[config.mk]
export PLATFORM = sky130hd
export DESIGN_NAME = rotary_value_accum
export DESIGN_NICKNAME = d
export VERILOG_FILES = /design/src/rtl/rotary_value_accum.sv
export SDC_FILE = /design/constraint.sdc
export NUM_CORES = 1
export LEC_CHECK = 0
export BUFFER_PORTS_ARGS = -buffer_cell sky130_fd_sc_hd__buf_2
export CORE_ASPECT_RATIO = 0.7
export CORE_MARGIN = 4
export CORE_UTILIZATION = 50
export CTS_BUF_LIST = sky130_fd_sc_hd__clkbuf_8 sky130_fd_sc_hd__clkbuf_16
export DETAILED_ROUTE_END_ITERATION = 8
export PLACE_DENSITY = 0.75
export SETUP_SLACK_MARGIN = 0.02
export SLEW_MARGIN = 15
export SYNTH_ARGS = -nofsm -noshare
export SYNTH_HDL_FRONTEND = slang
export SYNTH_SLANG_ARGS = --single-unit
[constraint.sdc]
create_clock -name clk -period 7.8 [get_ports clk]
set_clock_uncertainty 0.15 [all_clocks]
set_input_delay 1.56 -clock clk [delete_from_list [all_inputs] [get_ports clk]]
set_output_delay 1.56 -clock clk [all_outputs]
set_load 0.01 [all_outputs]
[src/rtl/rotary_value_accum.sv]
// Bounded value accumulator driven by rotary step pulses, with streak-based acceleration.
// Define ROTARY_WRAP_EN to wrap out-of-range results instead of saturating at the bounds.
module rotary_value_accum #(
   parameter int WIDTH       = 8,
   parameter int MIN_VAL     = 0,
   parameter int MAX_VAL     = 255,
   parameter int INIT_VAL    = 128,
   parameter int TIMER_W     = 22,
   parameter int FAST_WINDOW = 2000000,
   parameter int FAST_COUNT  = 3,
   parameter int FAST_STEP   = 8
) (
   input  logic             clk,
   input  logic             rst_n,
   input  logic             i_cw,
   input  logic             i_ccw,
   input  logic             load,
   input  logic [WIDTH-1:0] load_val,
   output logic [WIDTH-1:0] value,
   output logic             o_changed,
   output logic             o_fast,
   output logic             o_limit
);

   localparam int SW = $clog2(FAST_COUNT + 1);
   localparam logic [WIDTH:0]   MIN_X      = (WIDTH+1)'(MIN_VAL);
   localparam logic [WIDTH:0]   MAX_X      = (WIDTH+1)'(MAX_VAL);
   localparam logic [WIDTH:0]   FSTEP_X    = (WIDTH+1)'(FAST_STEP);
   localparam logic [WIDTH-1:0] INIT_W     = WIDTH'(INIT_VAL);
   localparam logic [TIMER_W-1:0] WIN_LOAD = TIMER_W'(FAST_WINDOW - 1);
   localparam logic [SW-1:0]    FC_S       = SW'(FAST_COUNT);
`ifdef ROTARY_WRAP_EN
   localparam logic [WIDTH:0]   RANGE_X    = (WIDTH+1)'(MAX_VAL - MIN_VAL + 1);
`endif

   typedef enum logic [1:0] {IDLE, SLOW, FAST} state_t;

   state_t             state_q, state_d;
   logic               dir_q, dir_d;
   logic [SW-1:0]      streak_q, streak_d;
   logic [TIMER_W-1:0] timer_q, timer_d;
   logic [WIDTH-1:0]   value_q, value_d;
   logic               changed_q, changed_d;
   logic               limit_q, limit_d;
   logic [WIDTH:0]     ext_v, size, nv;

   always_ff @(posedge clk or negedge rst_n) begin
      if (!rst_n) begin
         state_q   <= IDLE;
         dir_q     <= 1'b0;
         streak_q  <= '0;
         timer_q   <= '0;
         value_q   <= INIT_W;
         changed_q <= 1'b0;
         limit_q   <= 1'b0;
      end else begin
         state_q   <= state_d;
         dir_q     <= dir_d;
         streak_q  <= streak_d;
         timer_q   <= timer_d;
         value_q   <= value_d;
         changed_q <= changed_d;
         limit_q   <= limit_d;
      end
   end

   always_comb begin
      state_d   = state_q;
      dir_d     = dir_q;
      streak_d  = streak_q;
      timer_d   = timer_q;
      value_d   = value_q;
      changed_d = 1'b0;
      limit_d   = 1'b0;
      ext_v     = {1'b0, value_q};
      size      = (WIDTH+1)'(1);
      nv        = ext_v;
      if (load) begin
         if ({1'b0, load_val} > MAX_X)      value_d = MAX_X[WIDTH-1:0];
         else if ({1'b0, load_val} < MIN_X) value_d = MIN_X[WIDTH-1:0];
         else                               value_d = load_val;
         state_d   = IDLE;
         streak_d  = '0;
         timer_d   = '0;
         changed_d = (value_d != value_q);
      end else if (i_cw ^ i_ccw) begin
         timer_d = WIN_LOAD;
         dir_d   = i_cw;
         case (state_q)
            IDLE: begin
               state_d  = SLOW;
               streak_d = SW'(1);
            end
            SLOW: begin
               if (i_cw == dir_q) begin
                  if (streak_q < FC_S) streak_d = streak_q + SW'(1);
                  if (streak_d >= FC_S) state_d = FAST;
               end else begin
                  streak_d = SW'(1);
               end
            end
            FAST: begin
               if (i_cw == dir_q) begin
                  size = FSTEP_X;
               end else begin
                  state_d  = SLOW;
                  streak_d = SW'(1);
               end
            end
            default: begin
               state_d  = IDLE;
               streak_d = '0;
            end
         endcase
         // Arithmetic is one bit wider than value so nothing wraps before the bound test.
         if (i_cw) begin
            nv = ext_v + size;
            if (nv > MAX_X) begin
               limit_d = 1'b1;
`ifdef ROTARY_WRAP_EN
               nv = nv - RANGE_X;
`else
               nv = MAX_X;
`endif
            end
         end else begin
            if (ext_v < MIN_X + size) begin
               limit_d = 1'b1;
`ifdef ROTARY_WRAP_EN
               nv = ext_v + RANGE_X - size;
`else
               nv = MIN_X;
`endif
            end else begin
               nv = ext_v - size;
            end
         end
         value_d   = nv[WIDTH-1:0];
         changed_d = (value_d != value_q);
      end else if (!(i_cw && i_ccw) && (timer_q != '0)) begin
         timer_d = timer_q - TIMER_W'(1);
         if ((timer_q == TIMER_W'(1)) && (state_q != IDLE)) begin
            state_d  = IDLE;
            streak_d = '0;
         end
      end
   end

   assign value     = value_q;
   assign o_changed = changed_q;
   assign o_limit   = limit_q;
   assign o_fast    = (state_q == FAST);

endmodule

==> results.json <==
{
  "cp_max_fo": 25,
  "seq_area_frac_synth": 0.341,
  "cap_violations": 0,
  "slew_headroom": 0.448,
  "viasPerCell": 5.91,
  "num_vias": 2306,
  "yosysMostFrequentCell": "dfrtp_1",
  "gp_congestion": 1.02,
  "tightest_slew_ns": 0.829,
  "cts_tree": "done",
  "r2r_end": "o_changed$_DFF_PN0_",
  "arrival_ns": 4.49,
  "yosys_most_used_dff": "dfrtp_1",
  "io_pins": 24,
  "critical_path_class": "in -> reg",
  "clockBufferDepth": 2,
  "min_period_ns": 4.48,
  "final_nets": 339,
  "grt_max_degree": 38,
  "numCtsBuffers": 5,
  "cp-start-kind": "primary input",
  "fin_setup_tns_ns": 0,
  "reg2regPathDepth": 9,
  "port_buffers": 23,
  "die_w_um": 96.1,
  "grt_pass1_wl_um": 10900,
  "synth_area_leaders": "dfrtp_1 33%, xnor2_1 5.5%, a21oi_1 5.3%",
  "powerDensity_mw_per_mm2": 189,
  "ys.warnings.count": 0,
  "max_freq_mhz": 223,
  "finalCritPeriodShare": 0.574,
  "cts_root_buffer": "clkbuf_8",
  "dpl.hpwl_um": 4630,
  "endpoint": "o_changed$_DFF_PN0_",
  "hold_viol": 0,
  "ant_nets": 0,
  "num_antenna_cells": 0,
  "syn-num-nets": 327,
  "endpoint_kind": "flop",
  "final_cells": 390,
  "r2r-start": "dir_q$_DFFE_PN0P_",
  "holdBufCountCts": 0,
  "wl_per_cell_um": 16.5,
  "drtIter0Drc": 197,
  "hold_path_class": "reg -> reg",
  "cts.repair.resized": 0,
  "grt_pass1_vias": 2175,
  "grt_usage": 0.205,
  "status": "finished, final reports clean",
  "startpoint": "i_cw",
  "first_pass_iters": 4,
  "rsz0062_at_grt": "no",
  "layout-area-overhead-vs-synth_pct": 6.53,
  "hp-start": "streak_q[0]$_DFFE_PN0P_",
  "core_area_mm2": 0.00526,
  "place_inst": 382,
  "grt_overflow": 0,
  "syn_avg_cell_area_um2": 8.91,
  "cts_setup_buffers": 0,
  "setup_viol": 0,
  "nFillCells": 478,
  "num_rows": 22,
  "die_h_um": 69.7,
  "drt_wl_total_um": 6430,
  "netlist_area_mm2": 0.00272,
  "drc": 0,
  "ys_seq_elements": 37,
  "synthTopCellsByCount": "36 x dfrtp_1, 29 x a21oi_1, 23 x nand2_1",
  "initial_core_util": 0.517,
  "leakagePower_nw": 1.22,
  "synthArstFlopShare": 1.00,
  "die_area_mm2": 0.00670,
  "synth_edf_count": 0,
  "crit_required_ns": 7.81,
  "antenna_found_initial": 0,
  "ir_worst_vdd_mv": 0.135,
  "clk-insertion-delay-late_ns": 0.29,
  "path_clk_slew_ns": 0.08,
  "cts.sink_count": 37,
  "syn_inst": 305,
  "synth_top_area_cell": "dfrtp_1",
  "reg2reg_slack_ns": 4.55,
  "drive_above_1_share": 0.154,
  "final_max_slew_viol_count": 0,
  "h-tree-depth": 2,
  "synthDistinctLibCells": 60,
  "synth_top_area_share": 0.331
}
==> metrics by stage <==
step	total power, mW	cell area [µm²]	hold slack [ns]	worst slack, ns	utilization
after detailed placement	0.418	2810	0.347	3.09	0.535
after global routing	0.588	2900	0.391	3.02	0.551
after floorplan	0.376	2720	0.323	3.86	-
after global placement	0.414	2810	0.348	3.27	0.535
after CTS	0.551	2900	0.364	3.39	0.551
final	0.549	2900	0.362	3.32	0.551
==> cells in the final DEF, fill, tap and decap left out, types with 7 or more instances in the layout <==
cell | Yosys | final
dfrtp_1 | 36 | 36
a21oi_1 | 29 | 29
nand2_1 | 23 | 23
buf_2 | 1 | 23
nor2_1 | 22 | 22
xnor2_1 | 17 | 17
xor2_1 | 16 | 16
o21ai_0 | 12 | 12
inv_1 | 11 | 11
ha_1 | 9 | 9
nand3b_1 | 8 | 8
nand3_1 | 8 | 8
nor3_1 | 7 | 7
nand2b_1 | 7 | 7
==> flip-flops by register name, summed over array words and instances, names as in the netlist <==
register	flops
o_changed	1
state_q	2
o_limit	1
value	8
dir_q	1
streak_q	2
timer_q	22
==> final cells by class <==
class                           instances  area [µm²]  share of cell area
Tap cell                               72        90.1              0.0311
Timing Repair Buffer                   23         115              0.0397
Sequential cell                        37         927               0.320
Clock buffer                            5        68.8              0.0238
Inverter                               11        41.3              0.0143
Clock inverter                          3        17.5             0.00605
Multi-Input combinational cell        239        1640               0.565
==> worst min-delay path by stage <==
| stage | endpoint | slack, ns | cells past startpoint |
|---|---|---|---|
| 2_1_floorplan | streak_q[0]$_DFFE_PN0P_ | 0.32 | 1 |
| 3_3_place_gp | streak_q[0]$_DFFE_PN0P_ | 0.35 | 1 |
| 3_5_place_dp | streak_q[0]$_DFFE_PN0P_ | 0.35 | 1 |
| 4_1_cts | streak_q[0]$_DFFE_PN0P_ | 0.36 | 1 |
| 5_1_grt | streak_q[0]$_DFFE_PN0P_ | 0.39 | 1 |
| 6_report | streak_q[0]$_DFFE_PN0P_ | 0.36 | 1 |
==> where the power goes <==
| part | internal (mW) | switching [mW] |
|---|---|---|
| clock network | 0.0617 | 0.0704 |
| registers | 0.209 | 0.0299 |
| logic | 0.0778 | 0.0995 |
==> worst max-delay path, cell delays in order <==
cell	delay [ns]
buf_2	0.39
xnor2_1	0.26
nand2_1	0.20
ha_1	0.46
nand3b_1	0.30
a22oi_1	0.52
o211ai_1	0.22
xnor2_1	0.18
nor4_1	0.25
a32oi_1	0.13
==> cells by family after synthesis <==
family                   after synthesis  share of synthesized area
AND/OR/NAND/NOR                      109                      0.221
flip-flops                            37                      0.341
adder cells (fa/ha/maj)                9                     0.0414
multiplexers                           7                     0.0276
XOR/XNOR                              33                      0.106
buffers and inverters                 29                     0.0571
AO/OA/AOI/OAI                         81                      0.205
==> per-layer routing <==
metal,track usage,vias up,share of wire
met2,0.283,77,0.42
met5,0,-,0
met1,0.327,1098,0.49
li1,-,1124,-
met4,0.0300,0,0.0059
met3,0.0466,7,0.078
Note: power is estimated with default switching activity, not from simulation.
